===== src/rtl/tl_ul_pkg.sv =====
// Shared TileLink-UL definitions: opcodes, A-channel FSM encoding, legality check.
package tl_ul_pkg;

  // A-channel opcodes accepted by an uncached-lightweight master
  localparam logic [2:0] A_PUT_FULL    = 3'd0;
  localparam logic [2:0] A_PUT_PARTIAL = 3'd1;
  localparam logic [2:0] A_GET         = 3'd4;

  // D-channel opcodes expected in reply
  localparam logic [2:0] D_ACCESS_ACK      = 3'd0;
  localparam logic [2:0] D_ACCESS_ACK_DATA = 3'd1;

  typedef enum logic {
    A_IDLE = 1'b0,
    A_SEND = 1'b1
  } a_state_e;

  function automatic logic is_ul_legal(input logic [2:0] opcode);
    return (opcode == A_GET) || (opcode == A_PUT_FULL) || (opcode == A_PUT_PARTIAL);
  endfunction

endpackage


===== src/rtl/tl_sync_fifo.sv =====
// Show-ahead synchronous FIFO: the head entry is visible whenever empty is low.
// Pointers carry one extra wrap bit so full and empty are distinguished.
module tl_sync_fifo #(
  parameter int WIDTH = 8,
  parameter int DEPTH = 4
) (
  input  logic             clk,
  input  logic             rst_n,
  input  logic             push,
  input  logic [WIDTH-1:0] push_data,
  input  logic             pop,
  output logic [WIDTH-1:0] pop_data,
  output logic             full,
  output logic             empty
);

  localparam int AW = $clog2(DEPTH);

  logic [WIDTH-1:0] mem [DEPTH];
  logic [AW:0]      wr_ptr_reg;
  logic [AW:0]      rd_ptr_reg;
  logic             do_push;
  logic             do_pop;

  assign full     = (wr_ptr_reg[AW] != rd_ptr_reg[AW]) &&
                    (wr_ptr_reg[AW-1:0] == rd_ptr_reg[AW-1:0]);
  assign empty    = (wr_ptr_reg == rd_ptr_reg);
  assign do_push  = push & ~full;
  assign do_pop   = pop & ~empty;
  assign pop_data = mem[rd_ptr_reg[AW-1:0]];

  // Storage array written on accepted pushes; no reset so it maps onto RAM
  always_ff @(posedge clk) begin
    if (do_push) begin
      mem[wr_ptr_reg[AW-1:0]] <= push_data;
    end
  end

  // Read/write pointers, wrapping naturally through the extra bit
  always_ff @(posedge clk or negedge rst_n) begin
    if (!rst_n) begin
      wr_ptr_reg <= '0;
      rd_ptr_reg <= '0;
    end else begin
      if (do_push) wr_ptr_reg <= wr_ptr_reg + {{AW{1'b0}}, 1'b1};
      if (do_pop)  rd_ptr_reg <= rd_ptr_reg + {{AW{1'b0}}, 1'b1};
    end
  end

endmodule


===== src/rtl/tilelink_ul_master_mo.sv =====
// TileLink-UL master with several requests in flight: commands are queued,
// given the lowest free source ID, issued on A, and D replies are matched
// back by d_source and returned through a one-entry response register.
module tilelink_ul_master_mo
  import tl_ul_pkg::*;
#(
  parameter int TL_ADDR_WIDTH   = 64,
  parameter int TL_DATA_WIDTH   = 64,
  parameter int TL_STRB_WIDTH   = TL_DATA_WIDTH / 8,
  parameter int TL_SOURCE_WIDTH = 3,
  parameter int TL_SINK_WIDTH   = 3,
  parameter int TL_SIZE_WIDTH   = 8,
  parameter int CMD_FIFO_DEPTH  = 4,
  parameter int MAX_OUTSTANDING = 4
) (
  input  logic                       clk,
  input  logic                       rst_n,
  input  logic                       cmd_valid,
  output logic                       cmd_ready,
  input  logic [2:0]                 cmd_opcode,
  input  logic [2:0]                 cmd_param,
  input  logic [TL_ADDR_WIDTH-1:0]   cmd_address,
  input  logic [TL_SIZE_WIDTH-1:0]   cmd_size,
  input  logic [TL_STRB_WIDTH-1:0]   cmd_mask,
  input  logic [TL_DATA_WIDTH-1:0]   cmd_data,
  output logic                       a_valid,
  input  logic                       a_ready,
  output logic [2:0]                 a_opcode,
  output logic [2:0]                 a_param,
  output logic [TL_ADDR_WIDTH-1:0]   a_address,
  output logic [TL_SIZE_WIDTH-1:0]   a_size,
  output logic [TL_STRB_WIDTH-1:0]   a_mask,
  output logic [TL_DATA_WIDTH-1:0]   a_data,
  output logic [TL_SOURCE_WIDTH-1:0] a_source,
  input  logic                       d_valid,
  output logic                       d_ready,
  input  logic [2:0]                 d_opcode,
  input  logic [2:0]                 d_param,
  input  logic [TL_SIZE_WIDTH-1:0]   d_size,
  input  logic [TL_SINK_WIDTH-1:0]   d_sink,
  input  logic [TL_SOURCE_WIDTH-1:0] d_source,
  input  logic [TL_DATA_WIDTH-1:0]   d_data,
  input  logic                       d_error,
  output logic                       rsp_valid,
  input  logic                       rsp_ready,
  output logic [2:0]                 rsp_opcode,
  output logic [TL_SOURCE_WIDTH-1:0] rsp_source,
  output logic [TL_DATA_WIDTH-1:0]   rsp_data,
  output logic                       rsp_error,
  output logic [TL_SOURCE_WIDTH:0]   outstanding,
  output logic                       proto_err
);

  localparam int NUM_IDS = 2 ** TL_SOURCE_WIDTH;
  localparam int CMD_W   = 6 + TL_ADDR_WIDTH + TL_SIZE_WIDTH + TL_STRB_WIDTH + TL_DATA_WIDTH;

  // Command queue
  logic                     fifo_full, fifo_empty, fifo_pop;
  logic [CMD_W-1:0]         fifo_head;
  logic [2:0]               head_opcode, head_param;
  logic [TL_ADDR_WIDTH-1:0] head_address;
  logic [TL_SIZE_WIDTH-1:0] head_size;
  logic [TL_STRB_WIDTH-1:0] head_mask;
  logic [TL_DATA_WIDTH-1:0] head_data;
  logic                     head_ok, head_bad;

  // A channel
  a_state_e                   state_reg, state_next;
  logic                       load, a_fire;
  logic [2:0]                 a_opcode_reg, a_param_reg;
  logic [TL_ADDR_WIDTH-1:0]   a_address_reg;
  logic [TL_SIZE_WIDTH-1:0]   a_size_reg;
  logic [TL_STRB_WIDTH-1:0]   a_mask_reg;
  logic [TL_DATA_WIDTH-1:0]   a_data_reg;
  logic [TL_SOURCE_WIDTH-1:0] a_source_reg;

  // Source-ID tracking
  logic [NUM_IDS-1:0]         inflight_reg, exp_data_reg, free_mask;
  logic                       free_found;
  logic [TL_SOURCE_WIDTH-1:0] free_id;
  logic [TL_SOURCE_WIDTH:0]   outstanding_reg;

  // D channel and response register
  logic                       d_fire, d_known, d_opc_bad, d_proto;
  logic                       rsp_valid_reg, rsp_error_reg, proto_err_reg;
  logic [2:0]                 rsp_opcode_reg;
  logic [TL_SOURCE_WIDTH-1:0] rsp_source_reg;
  logic [TL_DATA_WIDTH-1:0]   rsp_data_reg;
  logic                       unused_d_fields;

  // D fields that are accepted but not returned to the user
  assign unused_d_fields = ^{d_param, d_size, d_sink};

  // Ready outputs are held low while reset is asserted
  assign cmd_ready = rst_n & ~fifo_full;
  assign d_ready   = rst_n & (~rsp_valid_reg | rsp_ready);

  tl_sync_fifo #(
    .WIDTH (CMD_W),
    .DEPTH (CMD_FIFO_DEPTH)
  ) u_cmd_fifo (
    .clk       (clk),
    .rst_n     (rst_n),
    .push      (cmd_valid & cmd_ready),
    .push_data ({cmd_opcode, cmd_param, cmd_address, cmd_size, cmd_mask, cmd_data}),
    .pop       (fifo_pop),
    .pop_data  (fifo_head),
    .full      (fifo_full),
    .empty     (fifo_empty)
  );

  assign {head_opcode, head_param, head_address, head_size, head_mask, head_data} = fifo_head;
  assign head_ok  = ~fifo_empty & is_ul_legal(head_opcode);
  assign head_bad = ~fifo_empty & ~is_ul_legal(head_opcode);
  assign fifo_pop = load | head_bad;
  assign a_fire   = (state_reg == A_SEND) & a_ready;

  // An ID is free if below the in-flight limit, not in flight, and not the beat on A
  for (genvar gi = 0; gi < NUM_IDS; gi++) begin : g_free
    if (gi < MAX_OUTSTANDING) begin : g_used
      localparam logic [TL_SOURCE_WIDTH-1:0] ID = TL_SOURCE_WIDTH'(gi);
      assign free_mask[gi] = ~inflight_reg[gi] & ~((state_reg == A_SEND) && (a_source_reg == ID));
    end else begin : g_unused
      assign free_mask[gi] = 1'b0;
    end
  end

  // Priority encoder: lowest free ID wins
  always_comb begin
    free_found = 1'b0;
    free_id    = '0;
    for (int i = NUM_IDS - 1; i >= 0; i--) begin
      if (free_mask[i]) begin
        free_found = 1'b1;
        free_id    = i[TL_SOURCE_WIDTH-1:0];
      end
    end
  end

  // A FSM next state: load a new head from idle or back-to-back on a fire
  always_comb begin
    state_next = state_reg;
    load       = 1'b0;
    case (state_reg)
      A_IDLE: begin
        if (head_ok && free_found) begin
          load       = 1'b1;
          state_next = A_SEND;
        end
      end
      A_SEND: begin
        if (a_ready) begin
          if (head_ok && free_found) load = 1'b1;
          else                       state_next = A_IDLE;
        end
      end
      default: state_next = A_IDLE;
    endcase
  end

  // A FSM state register
  always_ff @(posedge clk or negedge rst_n) begin
    if (!rst_n) state_reg <= A_IDLE;
    else        state_reg <= state_next;
  end

  // A-channel field registers, only changed when a new head is loaded
  always_ff @(posedge clk or negedge rst_n) begin
    if (!rst_n) begin
      a_opcode_reg  <= '0;
      a_param_reg   <= '0;
      a_address_reg <= '0;
      a_size_reg    <= '0;
      a_mask_reg    <= '0;
      a_data_reg    <= '0;
      a_source_reg  <= '0;
    end else if (load) begin
      a_opcode_reg  <= head_opcode;
      a_param_reg   <= head_param;
      a_address_reg <= head_address;
      a_size_reg    <= head_size;
      a_mask_reg    <= head_mask;
      a_data_reg    <= head_data;
      a_source_reg  <= free_id;
    end
  end

  assign a_valid   = (state_reg == A_SEND);
  assign a_opcode  = a_opcode_reg;
  assign a_param   = a_param_reg;
  assign a_address = a_address_reg;
  assign a_size    = a_size_reg;
  assign a_mask    = a_mask_reg;
  assign a_data    = a_data_reg;
  assign a_source  = a_source_reg;

  assign d_fire    = d_valid & d_ready;
  assign d_known   = inflight_reg[d_source];
  assign d_opc_bad = exp_data_reg[d_source] ? (d_opcode != D_ACCESS_ACK_DATA)
                                            : (d_opcode != D_ACCESS_ACK);
  assign d_proto   = ~d_known | d_opc_bad;

  // In-flight bitmap and expected-response kind per source ID
  always_ff @(posedge clk or negedge rst_n) begin
    if (!rst_n) begin
      inflight_reg <= '0;
      exp_data_reg <= '0;
    end else begin
      if (d_fire) inflight_reg[d_source] <= 1'b0;
      if (a_fire) begin
        inflight_reg[a_source_reg] <= 1'b1;
        exp_data_reg[a_source_reg] <= (a_opcode_reg == A_GET);
      end
    end
  end

  // Outstanding counter; stray D beats do not decrement it
  always_ff @(posedge clk or negedge rst_n) begin
    if (!rst_n) begin
      outstanding_reg <= '0;
    end else begin
      case ({a_fire, d_fire & d_known})
        2'b10:   outstanding_reg <= outstanding_reg + {{TL_SOURCE_WIDTH{1'b0}}, 1'b1};
        2'b01:   outstanding_reg <= outstanding_reg - {{TL_SOURCE_WIDTH{1'b0}}, 1'b1};
        default: outstanding_reg <= outstanding_reg;
      endcase
    end
  end

  // One-entry response register plus sticky protocol-error flag
  always_ff @(posedge clk or negedge rst_n) begin
    if (!rst_n) begin
      rsp_valid_reg  <= 1'b0;
      rsp_opcode_reg <= '0;
      rsp_source_reg <= '0;
      rsp_data_reg   <= '0;
      rsp_error_reg  <= 1'b0;
      proto_err_reg  <= 1'b0;
    end else begin
      if (d_fire) begin
        rsp_valid_reg  <= 1'b1;
        rsp_opcode_reg <= d_opcode;
        rsp_source_reg <= d_source;
        rsp_data_reg   <= d_data;
        rsp_error_reg  <= d_error | d_proto;
      end else if (rsp_ready) begin
        rsp_valid_reg  <= 1'b0;
      end
      if ((d_fire && d_proto) || head_bad) proto_err_reg <= 1'b1;
    end
  end

  assign rsp_valid   = rsp_valid_reg;
  assign rsp_opcode  = rsp_opcode_reg;
  assign rsp_source  = rsp_source_reg;
  assign rsp_data    = rsp_data_reg;
  assign rsp_error   = rsp_error_reg;
  assign outstanding = outstanding_reg;
  assign proto_err   = proto_err_reg;

endmodule


===== config.mk =====
export PLATFORM = sky130hd
export DESIGN_NAME = tilelink_ul_master_mo
export DESIGN_NICKNAME = d
export VERILOG_FILES = /design/src/rtl/tl_ul_pkg.sv /design/src/rtl/tl_sync_fifo.sv /design/src/rtl/tilelink_ul_master_mo.sv
export SDC_FILE = /design/constraint.sdc
export NUM_CORES = 1
export LEC_CHECK = 0
export ABC_CLOCK_PERIOD_IN_PS = 5520
export CORE_ASPECT_RATIO = 1.4
export CORE_MARGIN = 4
export CORE_UTILIZATION = 40
export DETAILED_ROUTE_END_ITERATION = 6
export GPL_TIMING_DRIVEN = 0
export PLACE_DENSITY_LB_ADDON = 0.3
export REMOVE_ABC_BUFFERS = 1
export SETUP_SLACK_MARGIN = 0.02
export SYNTH_ARGS = -nofsm -noshare
export SYNTH_HDL_FRONTEND = slang
export SYNTH_SLANG_ARGS = --single-unit

===== constraint.sdc =====
create_clock -name clk -period 5.52 [get_ports clk]
set_input_delay 1.38 -clock clk [delete_from_list [all_inputs] [get_ports clk]]
set_output_delay 1.38 -clock clk [all_outputs]
set_load 0.02 [all_outputs]

==> flow_summary_export.csv, run 1 <==
group,metric,value,unit
outcome,outcome,"finished, final reports clean",
worst_setup_path,critPathMaxFanout,115,
sta,setup_violations,0,
sta,drv_slew,0,
worst_setup_path,crit_family,"buffers and inverters",
worst_setup_path,max_stage_delay,0.78,ns
logic_synthesis,synth.most_common_cell,"edfxtp_1",
floorplanning,core-area,77700,um2
logic_synthesis,synth-seq-area-share,77.4,%
layout,stdcell_count,3175,
layout,drive_gt1_share,20.6,%
worst_setup_path,r2r_cells,11,
sta,hold-worst-slack,0.467,ns
floorplanning,start_util,40.3,%
route,drt_iter0_markers,641,
layout,final_nets,2305,
worst_setup_path,cp-end-kind,"primary output",
placed_design,dpl.cell_count,3015,
placed_design,gp_congestion,0.832,
floorplanning,boundaryPins,474,
clocking,cts_tree,"done",
layout,final_core_util,52.2,%
route,detail_route.wl_per_cell,22.2,um
global_route,grt_antenna_before_repair,11,
clocking,ctsHoldBuffers,0,
placed_design,dpl_cell_area,37700,um2
worst_setup_path,crit_path_top_delay_cell,"clkdlybuf4s50_1",
worst_setup_path,crit_end,"cmd_ready",
placed_design,io_buffers,458,
sta,setup_tns,0,ns
sta,min_period,5.24,ns
worst_setup_path,crit_type,"input pin to primary output",
worst_setup_path,crit_arrival,3.86,ns
logic_synthesis,synth_ff_type,"edfxtp_1",
placed_design,place_ws,0.310,ns
route,drt_pre_antenna_iters,4,
logic_synthesis,synth_edf_count,600,
worst_setup_path,cp.depth,4,
layout,synthToLayoutAreaGrowth,29.6,%
clocking,clock_path_buffers,3,
global_route,track_usage,17.1,%
route,drtAntennaViolNets,0,
floorplanning,row_count,121,
logic_synthesis,synth_largest_area_cell,"edfxtp_1",
clocking,cts-buffers-inserted,83,
worst_setup_path,worst_ep_required_time,4.14,ns
worst_setup_path,cp.buffers_inverters,3,
logic_synthesis,yosysWarnings,0,
worst_setup_path,regToRegStartpoint,"u_cmd_fifo.rd_ptr_reg[0]$_DFFE_PN0P_",
logic_synthesis,synth.top_cells.by_count,"600 x edfxtp_1, 248 x dfrtp_1, 213 x nand2_1, 151 x mux4_2, 103 x mux2_2",
logic_synthesis,synth.avg_cell_area,20.3,um2
worst_setup_path,reg2reg_to,"a_data[35]$_DFFE_PN0P_",
worst_setup_path,startpoint_type,"input pin",
pwr,power.leakage,14.5,nW
flow_run,maxCapViolCount,0,
sta,worstMarginPinSlew,0.882,ns
route,routed_wl,70.6,mm
logic_synthesis,synth_top_area_share,57.6,%
clocking,clock-root-buffer,"clkbuf_16",
pwr,vdd_drop_max,0.357,mV
floorplanning,die_w,244,um
logic_synthesis,syn_inst,1542,
sta,skew,0.0264,ns
logic_synthesis,ys_seq_elements,848,
global_route,grt_pass1_vias,17400,
layout,largest_reg_flops,600,
route,drc,0,
sta,setup_ws,0.284,ns
sta,min_period_over_period,94.9,%
clocking,cts.sinks,848,
sta,rsz0062_at_grt,"no",
clocking,clk_latency,0.62,ns
clocking,postCtsSetupRepairBufs,0,
route,via_count,15900,
worst_setup_path,crit_chain,"buf_8 -> buf_16 -> a21boi_0 -> clkdlybuf4s50_1",
hold_path,min_path_type,"flip-flop to flip-flop",
pwr,p_per_area,545,nW/um2
route,viasPerCell,4.99,
global_route,grt_max_degree,116,
floorplanning,die_area,82900,um2
layout,fin_area,40600,um2
logic_synthesis,synth_async_sr_flop_share,29.2,%
logic_synthesis,synth_cell_types,46,
placed_design,hpwlAfterDp,46.1,mm
layout,fill_cells,6209,
global_route,grt_pass1_wl,108,mm
logic_synthesis,syn_area,31300,um2
global_route,grt_overflow,0,
sta,hold_viol,0,
worst_setup_path,rrSetupSlack,1.35,ns
clocking,path_clk_slew,0.06,ns
sta,slew_headroom,41.2,%
sta,fmax,0.191,GHz
logic_synthesis,synth.area.top_cells,"edfxtp_1 58%, dfrtp_1 20%, mux4_2 11%",
pwr,totalPowerFinal,22.1,mW
worst_setup_path,crit_start,"rst_n",
clocking,htree_levels,3,
floorplanning,dieHeight,339,um
clocking,ctsResizeCount,0,
-- layout make-up --
type	instances	area [um2]	share of cell area (%)
clock inverters	46	564	1.39
inverters	7	26.3	0.0648
repair buffers	498	5400	13.3
diodes	5	12.5	0.0308
clock buffers	109	2300	5.68
well taps	1045	1310	3.22
multi-input cells	617	6720	16.6
flip-flops and latches	848	24200	59.7
-- layer usage --
layer  GRT usage, %  up-vias  share of wire, %
li1               -     7032                 -
met1           20.1     8230                38
met2           30.2      489                52
met3           5.32       98               7.6
met4           5.08       10               2.0
met5              0        -             0.096
-- where the power goes --
part	leakage, nW	switching [mW]	internal [mW]
clock	1.40	2.43	3.41
combinational	4.65	3.51	3.86
sequential	8.41	0.706	8.19
-- how the worst min path moves through the flow --
stage	slack (ns)	endpoint	start	cells after the start
2_1_floorplan	0.46	inflight_reg[5]$_DFFE_PN0N_	inflight_reg[5]$_DFFE_PN0N_	1
3_3_place_gp	0.46	rsp_data[21]$_DFFE_PN0N_	rsp_data[21]$_DFFE_PN0N_	2
3_5_place_dp	0.46	outstanding[3]$_DFFE_PN0P_	outstanding[3]$_DFFE_PN0P_	1
4_1_cts	0.47	outstanding[3]$_DFFE_PN0P_	outstanding[3]$_DFFE_PN0P_	1
5_1_grt	0.48	outstanding[3]$_DFFE_PN0P_	outstanding[3]$_DFFE_PN0P_	1
6_report	0.47	outstanding[3]$_DFFE_PN0P_	outstanding[3]$_DFFE_PN0P_	1
-- cells by family (layout without fill, tap and decap cells) --
kind of cell               Yosys count  in the layout  share of synthesized area [%]
and+or+nand+nor                    249            249                           3.21
DFF                                848            848                           77.4
buffers and inverters               77            660                           1.26
xor gates and xnor gates            12             12                          0.336
other                                1              6                         0.0120
adders and majority gates            9              9                          0.384
muxes                              315            315                           16.7
AOI/OAI and AO/OA                   31             31                          0.679
-- placed cells by master (no fill, tap or decap), types with 3 or more instances in the layout --
| cell type | instances |
|---|---|
| a21oi_1 | 5 |
| and3_4 | 4 |
| buf_12 | 8 |
| buf_16 | 15 |
| buf_6 | 6 |
| buf_8 | 12 |
| bufinv_16 | 9 |
| clkbuf_1 | 17 |
| clkbuf_16 | 87 |
| clkbuf_8 | 4 |
| clkdlybuf4s50_1 | 457 |
| clkinv_1 | 6 |
| clkinv_2 | 15 |
| clkinvlp_4 | 4 |
| dfrtp_1 | 246 |
| diode_2 | 5 |
| edfxtp_1 | 600 |
| ha_1 | 8 |
| inv_1 | 7 |
| inv_6 | 6 |
| mux2_1 | 55 |
| mux2_2 | 103 |
| mux2i_1 | 6 |
| mux4_2 | 151 |
| nand2_1 | 212 |
| nand2b_1 | 7 |
| nor2_1 | 7 |
| nor3_1 | 4 |
| o21ai_0 | 8 |
| or3_1 | 3 |
| xnor2_1 | 6 |
| xor2_1 | 6 |
No activity file was read; power rests on OpenSTA's default activity.
==> run 2, diff against run 1 <==
--- a/config.mk
+++ b/config.mk
@@ -7,7 +7,6 @@
 export LEC_CHECK = 0
 export ABC_CLOCK_PERIOD_IN_PS = 5520
 export CORE_ASPECT_RATIO = 1.4
-export CORE_MARGIN = 4
 export CORE_UTILIZATION = 40
 export DETAILED_ROUTE_END_ITERATION = 6
 export GPL_TIMING_DRIVEN = 0
==> run 2 against run 1 <==
  * Worst hold slack improved by 0.0030 ns
  * Worst setup slack improved by 0.084 ns
  * Maximum frequency increased by 1.6%
  * Global-route usage increased by 0.64 points
  * Die area decreased by 4.2%
  * Count of clock-buffer cells in the layout increased by 5
  * Final area about the same
  * Combinational power about the same
  * First-iteration DRC count increased by 20%
  * Register-to-register slack got worse by 0.02 ns
  * Clock power about the same
  * Flip-flop and latch count unchanged
  * Critical endpoint unchanged
==> flow_summary_export.csv, run 2 (same netlist as run 1, synthesis figures left out) <==
group,metric,value,unit
outcome,outcome,"finished, final reports clean",
pwr,p_clk_share,26.4,%
clocking,clk_latency,0.63,ns
worst_setup_path,crit_path_top_delay_cell,"clkdlybuf4s50_1",
global_route,grt_pass1_vias,17300,
worst_setup_path,crit_arrival,3.77,ns
route,drtAntennaViolNets,0,
sta,min_period,5.15,ns
sta,slew_headroom,43.8,%
sta,fmax,0.194,GHz
floorplanning,die_area,79400,um2
clocking,cts_tree,"done",
clocking,cts.sinks,848,
placed_design,gp_congestion,0.738,
pwr,power.leakage,14.5,nW
global_route,grt_max_degree,104,
sta,hold_viol,0,
route,drt_pre_antenna_iters,4,
route,routed_wl,69.4,mm
route,detail_route.wl_per_cell,21.9,um
pwr,totalPowerFinal,22.1,mW
clocking,ctsResizeCount,0,
floorplanning,core-area,77700,um2
layout,synthToLayoutAreaGrowth,29.5,%
clocking,path_clk_slew,0.06,ns
layout,final_nets,2305,
worst_setup_path,cp-end-kind,"primary output",
clocking,cts-buffers-inserted,83,
flow_run,maxCapViolCount,0,
hold_path,min_path_type,"flip-flop to flip-flop",
pwr,p_sw_share,29.9,%
pwr,combinationalPowerShare,33.3,%
pwr,seqPwrFrac,40.2,%
layout,stdcell_count,3171,
sta,drv_slew,0,
worst_setup_path,startpoint_type,"input pin",
layout,final_common_cell,"edfxtp_1",
clocking,htree_levels,3,
global_route,grt_overflow,0,
route,drt_iter0_markers,771,
worst_setup_path,critPathMaxFanout,98,
clocking,ctsHoldBuffers,0,
floorplanning,die_w,238,um
route,via_count,15800,
global_route,grt_pass1_wl,106,mm
worst_setup_path,worst_ep_required_time,4.14,ns
worst_setup_path,crit_type,"input pin to primary output",
pwr,p_per_area,545,nW/um2
floorplanning,row_count,121,
worst_setup_path,crit_chain,"buf_8 -> buf_16 -> a21boi_0 -> clkdlybuf4s50_1",
layout,layout_common_cells,"600 x edfxtp_1, 457 x clkdlybuf4s50_1, 246 x dfrtp_1",
placed_design,dpl.cell_count,3015,
pwr,switching_power,6.60,mW
floorplanning,boundaryPins,474,
pwr,vdd_drop_max,0.331,mV
sta,setup_violations,0,
clocking,clock-root-buffer,"clkbuf_16",
sta,skew,0.0240,ns
worst_setup_path,max_stage_delay,0.78,ns
sta,rsz0062_at_grt,"no",
floorplanning,dieHeight,333,um
clocking,postCtsSetupRepairBufs,0,
placed_design,io_buffers,458,
layout,drive_gt1_share,20.5,%
sta,worstMarginPinSlew,0.843,ns
sta,min_period_over_period,93.3,%
clocking,clock_path_buffers,3,
placed_design,hpwlAfterDp,44.8,mm
layout,largest_reg_flops,600,
floorplanning,start_util,40.3,%
sta,hold-worst-slack,0.470,ns
route,drc,0,
layout,fill_cells,6212,
route,viasPerCell,4.97,
global_route,track_usage,17.8,%
global_route,grt_antenna_before_repair,7,
pwr,cell_internal_pwr,15.5,mW
-- run 2: final timing paths --
kind / start / endpoint / slack, ns / cells after the start
worst max-delay path: rst_n / cmd_ready / 0.37 / 4
worst min-delay path: rsp_data[21]$_DFFE_PN0N_ / rsp_data[21]$_DFFE_PN0N_ / 0.47 / 2
worst max register to register: u_cmd_fifo.rd_ptr_reg[0]$_DFFE_PN0P_ / a_address[37]$_DFFE_PN0P_ / 1.33 / 10
worst min register to register: rsp_data[21]$_DFFE_PN0N_ / rsp_data[21]$_DFFE_PN0N_ / 0.47 / 2
max in group asynchronous: rst_n / a_data[2]$_DFFE_PN0P_ / 3.33 / 3
min in group asynchronous: rst_n / inflight_reg[4]$_DFFE_PN0N_ / 0.67 / 1
-- run 2: cell type report --
type	count	area, um2	share of cell area, %
diodes	1	2.50	0.00617
clock buffers	114	2360	5.82
clock inverters	41	478	1.18
inverters	7	26.3	0.0648
multi-input cells	617	6720	16.6
flip-flops and latches	848	24200	59.8
well taps	1045	1310	3.23
repair buffers	498	5400	13.3
-- run 2: power groups by stage --
stage / Clock (mW) / Sequential, mW / Combinational, mW
global placement: 0 / 9.44 / 6.02
floorplan: 0 / 10.0 / 3.31
CTS: 6.01 / 8.91 / 7.54
global route: 6.23 / 9.04 / 7.87
detailed placement: 0 / 9.03 / 7.51
finish: 5.84 / 8.88 / 7.36
-- run 2: stage by stage --
step           setup TNS, ns  worst slack [ns]  util (%)  cell area [um2]
5_1_grt                    0             0.109      52.2            40500
4_1_cts                    0             0.277      52.2            40500
3_5_place_dp               0             0.295      48.5            37700
6_report                   0             0.368      52.2            40500
3_3_place_gp               -            -24.45      47.4            36800
2_1_floorplan       -4880.23            -11.57         -            30900
-- run 2: layer usage --
| layer | routed length (um) | global-route usage (%) | share of wire [%] | vias up |
|---|---|---|---|---|
| li1 | - | - | - | 7007 |
| met1 | 26200 | 20.2 | 38 | 8166 |
| met2 | 36400 | 31.6 | 52 | 469 |
| met3 | 5190 | 5.48 | 7.5 | 107 |
| met4 | 1570 | 5.54 | 2.3 | 14 |
| met5 | 95 | 0 | 0.14 | - |
-- run 2: worst max-delay path: cells and delay by family --
family          cells  cell delay, ns
buf+inv             3            1.60
compound gates      1            0.72
